### src/rtl/alu_issue_stage_if.sv
// rtl/alu_issue_stage_if.sv - ALU op type and the issue-stage handshake interface
// slave = the issue stage, master = upstream/downstream driver side
package riscv_pkg;
   typedef enum logic [1:0] {
      ALU_ADD = 2'd0,
      ALU_SUB = 2'd1,
      ALU_AND = 2'd2,
      ALU_OR  = 2'd3
   } alu_op_t;
endpackage

interface alu_issue_stage_if #(
   parameter int XLEN = 32
);
   logic                flush_i;
   logic                in_valid_i;
   logic                in_ready_o;
   logic [31:0]         instr_i;
   logic [XLEN-1:0]     rs1_data_i;
   logic [XLEN-1:0]     rs2_data_i;
   logic                out_valid_o;
   logic                out_ready_i;
   riscv_pkg::alu_op_t  op_o;
   logic [XLEN-1:0]     A_o;
   logic [XLEN-1:0]     B_o;
   logic [4:0]          rd_o;
   logic                illegal_o;

   modport slave (
      input  flush_i, in_valid_i, instr_i, rs1_data_i, rs2_data_i, out_ready_i,
      output in_ready_o, out_valid_o, op_o, A_o, B_o, rd_o, illegal_o
   );

   modport master (
      output flush_i, in_valid_i, instr_i, rs1_data_i, rs2_data_i, out_ready_i,
      input  in_ready_o, out_valid_o, op_o, A_o, B_o, rd_o, illegal_o
   );
endinterface

### src/rtl/alu_issue_stage.sv
// rtl/alu_issue_stage.sv - RV32I decode/issue register stage feeding the ALU
// Optional one-entry skid buffer (flop-driven in_ready_o) under ALU_ISSUE_SKID_EN.
module alu_issue_stage #(
   parameter int XLEN = 32
) (
   input logic              clk_i,
   input logic              rst_ni,
   alu_issue_stage_if.slave bus
);
   import riscv_pkg::*;

   typedef struct packed {
      alu_op_t         op;
      logic [XLEN-1:0] a;
      logic [XLEN-1:0] b;
      logic [4:0]      rd;
      logic            ill;
   } entry_t;

   localparam entry_t RESET_ENTRY = '{op: ALU_ADD, a: '0, b: '0, rd: '0, ill: 1'b0};

   entry_t dec;
   entry_t out_q, out_d;
   logic   out_valid_q, out_valid_d;
   logic   in_ready;
   logic   fire_in;

   logic [6:0] opcode;
   logic [2:0] funct3;
   logic [6:0] funct7;
   logic       legal;
   logic       is_imm;
   alu_op_t    dec_op;
   logic       unused_rs_idx;

   assign opcode        = bus.instr_i[6:0];
   assign funct3        = bus.instr_i[14:12];
   assign funct7        = bus.instr_i[31:25];
   assign unused_rs_idx = ^bus.instr_i[19:15];

   always_comb begin
      legal  = 1'b0;
      is_imm = 1'b0;
      dec_op = ALU_ADD;
      if (opcode == 7'b0110011) begin
         if (funct7 == 7'b0000000) begin
            case (funct3)
               3'b000:  begin legal = 1'b1; dec_op = ALU_ADD; end
               3'b111:  begin legal = 1'b1; dec_op = ALU_AND; end
               3'b110:  begin legal = 1'b1; dec_op = ALU_OR;  end
               default: legal = 1'b0;
            endcase
         end else if (funct7 == 7'b0100000 && funct3 == 3'b000) begin
            legal  = 1'b1;
            dec_op = ALU_SUB;
         end
      end else if (opcode == 7'b0010011) begin
         is_imm = 1'b1;
         case (funct3)
            3'b000:  begin legal = 1'b1; dec_op = ALU_ADD; end
            3'b111:  begin legal = 1'b1; dec_op = ALU_AND; end
            3'b110:  begin legal = 1'b1; dec_op = ALU_OR;  end
            default: legal = 1'b0;
         endcase
      end

      // Illegal instructions still issue, but with a zeroed payload.
      dec     = RESET_ENTRY;
      dec.ill = 1'b1;
      if (legal) begin
         dec.op  = dec_op;
         dec.a   = bus.rs1_data_i;
         dec.b   = is_imm ? {{(XLEN-12){bus.instr_i[31]}}, bus.instr_i[31:20]}
                          : bus.rs2_data_i;
         dec.rd  = bus.instr_i[11:7];
         dec.ill = 1'b0;
      end
   end

   assign fire_in = bus.in_valid_i && in_ready;

`ifdef ALU_ISSUE_SKID_EN
   entry_t skid_q, skid_d;
   logic   skid_valid_q, skid_valid_d;
   logic   ready_q;

   assign in_ready = ready_q;

   always_comb begin
      out_d        = out_q;
      out_valid_d  = out_valid_q;
      skid_d       = skid_q;
      skid_valid_d = skid_valid_q;
      if (bus.flush_i) begin
         out_valid_d  = 1'b0;
         skid_valid_d = 1'b0;
      end else if (!out_valid_q || bus.out_ready_i) begin
         // A full skid blocks input, so fire_in cannot coincide with draining it.
         if (skid_valid_q) begin
            out_d        = skid_q;
            out_valid_d  = 1'b1;
            skid_valid_d = 1'b0;
         end else begin
            out_valid_d = fire_in;
            if (fire_in) out_d = dec;
         end
      end else if (fire_in) begin
         skid_d       = dec;
         skid_valid_d = 1'b1;
      end
   end

   always_ff @(posedge clk_i or negedge rst_ni) begin
      if (!rst_ni) begin
         skid_q       <= RESET_ENTRY;
         skid_valid_q <= 1'b0;
         ready_q      <= 1'b1;
      end else begin
         skid_q       <= skid_d;
         skid_valid_q <= skid_valid_d;
         ready_q      <= !skid_valid_d;
      end
   end
`else
   assign in_ready = !out_valid_q || bus.out_ready_i;

   always_comb begin
      out_d       = out_q;
      out_valid_d = out_valid_q;
      if (bus.flush_i) begin
         out_valid_d = 1'b0;
      end else if (fire_in) begin
         out_d       = dec;
         out_valid_d = 1'b1;
      end else if (bus.out_ready_i) begin
         out_valid_d = 1'b0;
      end
   end
`endif

   always_ff @(posedge clk_i or negedge rst_ni) begin
      if (!rst_ni) begin
         out_q       <= RESET_ENTRY;
         out_valid_q <= 1'b0;
      end else begin
         out_q       <= out_d;
         out_valid_q <= out_valid_d;
      end
   end

   assign bus.in_ready_o  = in_ready;
   assign bus.out_valid_o = out_valid_q;
   assign bus.op_o        = out_q.op;
   assign bus.A_o         = out_q.a;
   assign bus.B_o         = out_q.b;
   assign bus.rd_o        = out_q.rd;
   assign bus.illegal_o   = out_q.ill;
endmodule

### src/flat_wrapper.sv
// flat-port wrapper written by rule: the top's interface ports become plain ports
module alu_issue_stage_flat import riscv_pkg::*;
#(
   parameter int XLEN = 32
)
  (clk_i, rst_ni, bus_flush_i, bus_in_valid_i, bus_instr_i, bus_rs1_data_i, bus_rs2_data_i, bus_out_ready_i, bus_in_ready_o, bus_out_valid_o, bus_op_o, bus_A_o, bus_B_o, bus_rd_o, bus_illegal_o);
  alu_issue_stage_if #(.XLEN(XLEN)) bus_i ();
  input logic clk_i;
  input logic rst_ni;
  input wire logic [$bits(bus_i.flush_i)-1:0] bus_flush_i;
  input wire logic [$bits(bus_i.in_valid_i)-1:0] bus_in_valid_i;
  input wire logic [$bits(bus_i.instr_i)-1:0] bus_instr_i;
  input wire logic [$bits(bus_i.rs1_data_i)-1:0] bus_rs1_data_i;
  input wire logic [$bits(bus_i.rs2_data_i)-1:0] bus_rs2_data_i;
  input wire logic [$bits(bus_i.out_ready_i)-1:0] bus_out_ready_i;
  output wire logic [$bits(bus_i.in_ready_o)-1:0] bus_in_ready_o;
  output wire logic [$bits(bus_i.out_valid_o)-1:0] bus_out_valid_o;
  output wire logic [$bits(bus_i.op_o)-1:0] bus_op_o;
  output wire logic [$bits(bus_i.A_o)-1:0] bus_A_o;
  output wire logic [$bits(bus_i.B_o)-1:0] bus_B_o;
  output wire logic [$bits(bus_i.rd_o)-1:0] bus_rd_o;
  output wire logic [$bits(bus_i.illegal_o)-1:0] bus_illegal_o;
  assign bus_i.flush_i = bus_flush_i;
  assign bus_i.in_valid_i = bus_in_valid_i;
  assign bus_i.instr_i = bus_instr_i;
  assign bus_i.rs1_data_i = bus_rs1_data_i;
  assign bus_i.rs2_data_i = bus_rs2_data_i;
  assign bus_i.out_ready_i = bus_out_ready_i;
  assign bus_in_ready_o = bus_i.in_ready_o;
  assign bus_out_valid_o = bus_i.out_valid_o;
  assign bus_op_o = bus_i.op_o;
  assign bus_A_o = bus_i.A_o;
  assign bus_B_o = bus_i.B_o;
  assign bus_rd_o = bus_i.rd_o;
  assign bus_illegal_o = bus_i.illegal_o;
  alu_issue_stage #(.XLEN(XLEN)) u_core (.clk_i(clk_i), .rst_ni(rst_ni), .bus(bus_i));
endmodule
### config.mk
export PLATFORM = sky130hd
export DESIGN_NAME = alu_issue_stage_flat
export DESIGN_NICKNAME = d
export VERILOG_FILES = /design/src/rtl/alu_issue_stage_if.sv /design/src/rtl/alu_issue_stage.sv /design/src/flat_wrapper.sv
export SDC_FILE = /design/constraint.sdc
export NUM_CORES = 1
export LEC_CHECK = 0
export ABC_AREA = 1
export CAP_MARGIN = 20
export CORE_MARGIN = 2
export CORE_UTILIZATION = 35
export DETAILED_ROUTE_END_ITERATION = 8
export PLACE_DENSITY_LB_ADDON = 0.3
export SYNTH_ARGS = -nofsm -noshare
export SYNTH_HDL_FRONTEND = slang
export SYNTH_SLANG_ARGS = --single-unit
### constraint.sdc
create_clock -name clk_i -period 1.7 [get_ports clk_i]
set_clock_uncertainty 0.2 [all_clocks]
set_input_delay 0.17 -clock clk_i [delete_from_list [all_inputs] [get_ports clk_i]]
set_output_delay 0.17 -clock clk_i [all_outputs]
set_load 0.01 [all_outputs]
* Yosys cells after proc, flatten, opt, wreduce, memory -nomap -nowiden
Cells that the tools add are included.
Storage, ports and cells: input bits 101, logic and storage cells 38, output and inout bits 74, flip-flop bits (word level) 73
Operators by class: reductions and logical operators 9, equal/unequal tests 5, multiplexer cells 17, bitwise operators 1
Operators with widths (count):
- $mux 72 | 1
- $mux 32 | 1
- $eq 7x6->1 const B | 2
- $mux 1 | 11
- $eq 7x5->1 const B | 1
- $logic_not 7->1 | 1
- $eq 3x3->1 const B | 2
- $mux 2 | 3
- $pmux 2 s2 | 1
- $logic_not 3->1 | 1
- $reduce_bool 3->1 | 1
- $reduce_or 3->1 | 1
- $logic_and 1x1->1 | 2
- $reduce_and 2->1 | 1
- $logic_not 1->1 | 1
- $logic_or 1x1->1 | 1
- $not 1->1 | 1

* Depth between registers and ports, before layout
depth in word-level cells 6, depth in mapped cells 11, mapped depth without buffers 9

* Worst setup path before layout
No wires, ideal clock.
kind register -> register, start register u_core.out_valid_q, in the netlist u_core.bus.out_valid_o, end register u_core.out_q, in the netlist u_core.bus.A_o[24], period minus slack after synthesis 1.584 ns, arrival time 1.266 ns, path slack 0.116 ns, setup time 0.118 ns, buffers on the path 2, data required time 1.382 ns, stages on the path, launching flop included 9, cell sequence dfrtp_1 > inv_1 > nor2_1 > nor3_2 > inv_1 > buf_2 > buf_2 > nand2_1 > nand2_1
Between the ends: word-level cells in the longest chain between the ends 4
Ends and longest elaborated chain:
- start: declaration | RTL line alu_issue_stage.sv:24 | logic out_valid_q, out_valid_d;
- start signal: assignment | RTL line alu_issue_stage.sv:147 | out_valid_q <= out_valid_d;
- $logic_not 1->1 | RTL line alu_issue_stage.sv:125 | assign in_ready = !out_valid_q || bus.out_ready_i;
- $logic_or 1x1->1 | RTL line alu_issue_stage.sv:125
- $logic_and 1x1->1 | RTL line alu_issue_stage.sv:80 | assign fire_in = bus.in_valid_i && in_ready;
- $reduce_and 2->1 (no source line)
- end signal: assignment | RTL line alu_issue_stage.sv:146 | out_q <= out_d;
- end: declaration | RTL line alu_issue_stage.sv:23 | entry_t out_q, out_d;
Every way passes these cells. A chain may end at the register's enable or synchronous reset.

* Final worst setup path
start register u_core.out_q, in the netlist u_core.bus.A_o[14], end output bus_A_o[14]
RTL lines:
- end: declaration | RTL line flat_wrapper.sv:19 | output wire logic [$bits(bus_i.A_o)-1:0] bus_A_o;
No word-level cell between the ends.

==> reports/metrics.cfg <==
[floorplan]
dieArea_um2 = 10460
dieWidth_um = 102.3
floorplan.die.height_um = 102.3
io_pins = 175
row_count = 35
core_area_um2 = 9328
initial_core_util_pct = 36.24

[clock_network]
cts_buffer_depth = 2
cts_setup_buffers = 0
cts.sinks = 73
cts_buffers = 9
clk_latency_ns = 0.32
htree_num_levels = 3
cts_tree = yes
clkSlewWorstSetupHoldPaths_ns = 0.08
cts_root_buf = clkbuf_8

[cells_and_area]
antennaDiodeCount = 0
syn_to_final_growth_pct = 64.54
fin_nets = 714
mostFrequentLayoutCells = nand2_1, clkdlybuf4s50_1, dfrtp_1, nand3_1, buf_4
layout_commonest_cell = nand2_1
layout-drive-gt1-share_pct = 7.780
fillCellCount = 858

[timing]
tns_ns = 0
hold_viol_final = 1
relSlewSlack_pct = 75.43
post-route-period-util_pct = 95.43
worstMarginPinSlew_ns = 0.3685
rsz0062_at_grt = yes
holdWs_ns = -0.02143
timing.fmax_ghz = 0.6164
finalSetupViolCount = 0
fin_crit_ns = 1.622
finalMaxSlewViolations = 0

[worst_setup_path]
cp.depth = 1
cpPeakStageDelay_ns = 0.55
crit_family = buffers and inverters
worst-path-buf-inv = 1
cp_slowest_cell = clkdlybuf4s50_1
rr_endpoint = u_core.bus.B_o[2]
worstSetupStartpointType = flop
critPathRequiredTime_ns = 1.33
worstSetupPathType = reg -> out
cp-startpoint = u_core.bus.A_o[14]
cp-endpoint = bus_A_o[14]
ff2ff_path_depth = 7
r2r-start = u_core.bus.out_valid_o
path_cells = clkdlybuf4s50_1
critPathMaxFanout = 2
endpoint_kind = output pin
arrival_ns = 1.25
r2r_setup_slack_ns = 0.17

[detailed_routing]
wl_per_cell_um = 13.04
drt_pass1_iterations = 4
ant_nets = 0
drc = 0
dr.first_iter.drc_count = 70
vias_per_cell = 4.548
wl_mm = 9.731
vias = 3393

[yosys]
synth_cell_types = 17
ys_warn_count = 0
yosys.area_share.simple_pct = 38.90
synth.avg_cell_area_um2 = 7.719
synth_top_family_by_area = simple AND/OR/NAND/NOR gates
synth_area_um2 = 3381
syn_nets = 539
ys_seq_area_share_pct = 54.03
synth_mux_area_share_pct = 0
synthAdderAreaFrac_pct = 0
ys_seq_elements = 73
synthXorXnorAreaFrac_pct = 0
synth_cells = 438
synth-compound-area-share_pct = 0.8882

[pwr]
total_power_mw = 3.686
p_seq_share_pct = 47.4
internal-power_mw = 2.873
p_sw_share_pct = 22.07
pwr-share-comb_pct = 12.5
ir_drop_uv = 320.5
power_density_nw_per_um2 = 662.6
leakage_nw = 2.892
p_sw_uw = 813.5
pwr-share-clk_pct = 40.1

[placed_design]
dpl.hpwl_mm = 7.146
io_buffers = 169
gp_congestion = 0.8173

[min_path]
hp-start = bus_instr_i[13]
hold_path.class = in -> reg

[global_routing]
grt_max_degree = 49
grtUsageTotal_pct = 18.92
overflow = 0
antenna_found_initial = 0
grt_pass1_vias = 3315
grt_first_pass_wirelength_mm = 15.57

[status]
outcome = finished, violations left
violations = hold timing

[job]
max-cap-violations = 0

## power groups by stage
stage               logic (mW)  registers [mW]  clock network [mW]
floorplan                0.115            1.79                   0
global placement         0.459            1.78                   0
detailed placement       0.460            1.78                   0
CTS                      0.464            1.75                1.51
global route             0.504            1.75                1.60
finish                   0.460            1.75                1.48
## how the worst min path moves through the flow
stage                          to  slack (ns)  depth (start not counted)
2_1_floorplan   u_core.bus.A_o[0]       -0.33                          0
3_3_place_gp   u_core.bus.A_o[20]       -0.10                          1
3_5_place_dp   u_core.bus.A_o[20]       -0.09                          1
4_1_cts        u_core.bus.A_o[20]        0.08                          2
5_1_grt        u_core.bus.op_o[1]       0.002                          3
6_report       u_core.bus.op_o[1]       -0.02                          3
## final cells by class
| class | instances | area, um2 | share of cell area (%) |
|---|---|---|---|
| Clock buffer | 10 | 137.6 | 2.474 |
| Tap cell | 129 | 161.4 | 2.901 |
| Inverter | 12 | 45.04 | 0.8097 |
| Timing Repair Buffer | 192 | 1956 | 35.16 |
| Clock inverter | 5 | 80.08 | 1.439 |
| Sequential cell | 73 | 1827 | 32.84 |
| Multi-Input combinational cell | 325 | 1356 | 24.38 |
## cell families after synthesis
logic type,count (synthesis)
simple gates,319
flops,73
buf+inv,40
compound gates,6
## routing by layer
metal,up-vias,track usage (%),share of wire (%)
met2,128,31.43,48
met3,12,3.694,6.5
met4,0,6.154,1.1
met5,-,0,0
li1,1717,-,-
met1,1536,24.96,44
## timing repair
item,in CTS,in global routing
pin swaps,0,0
cloned,0,0
hold buffers,1,0
hold endpoints to repair,73,0
gates resized for setup,2,4
endpoints found under the setup margin,1,56
## state kept, by name, summed over array words and instances, names as in the netlist
| name | count |
|---|---|
| u_core.bus.A_o | 32 |
| u_core.bus.B_o | 32 |
| u_core.bus.rd_o | 5 |
| u_core.bus.op_o | 2 |
| u_core.bus.illegal_o | 1 |
| u_core.bus.out_valid_o | 1 |
## synth_stat cells
cell        n  area, um2
buf_2       8      40.04
buf_4       7      52.55
nand3b_1    1      7.510
nor3_1      1      5.000
inv_1      11      41.29
clkbuf_1   10      37.54
nor2_1     10      37.54
nand3_1    72      360.4
dfrtp_1    73       1827
nor3b_2     1      12.51
a21oi_1     1      5.000
nand2_2     3      18.77
buf_6       3      33.78
nand2_1   230      863.3
o21ai_0     5      25.02
inv_2       1      3.750
nor3_2      1      10.01
## stage by stage
stage	hold slack (ns)	instance area, um2	std cells	setup slack, ns	util (%)
5_1_grt	0.002064	5563	746	-0.009144	59.64
6_report	-0.02143	5563	746	0.07774	59.64
4_1_cts	0.08258	5555	746	0.04448	59.56
3_3_place_gp	-0.1004	5326	730	-0.2001	57.10
3_5_place_dp	-0.09407	5326	730	-0.2267	57.10
2_1_floorplan	-0.3256	3381	438	0.1163	-
Note: power is estimated with default switching activity, not from simulation.
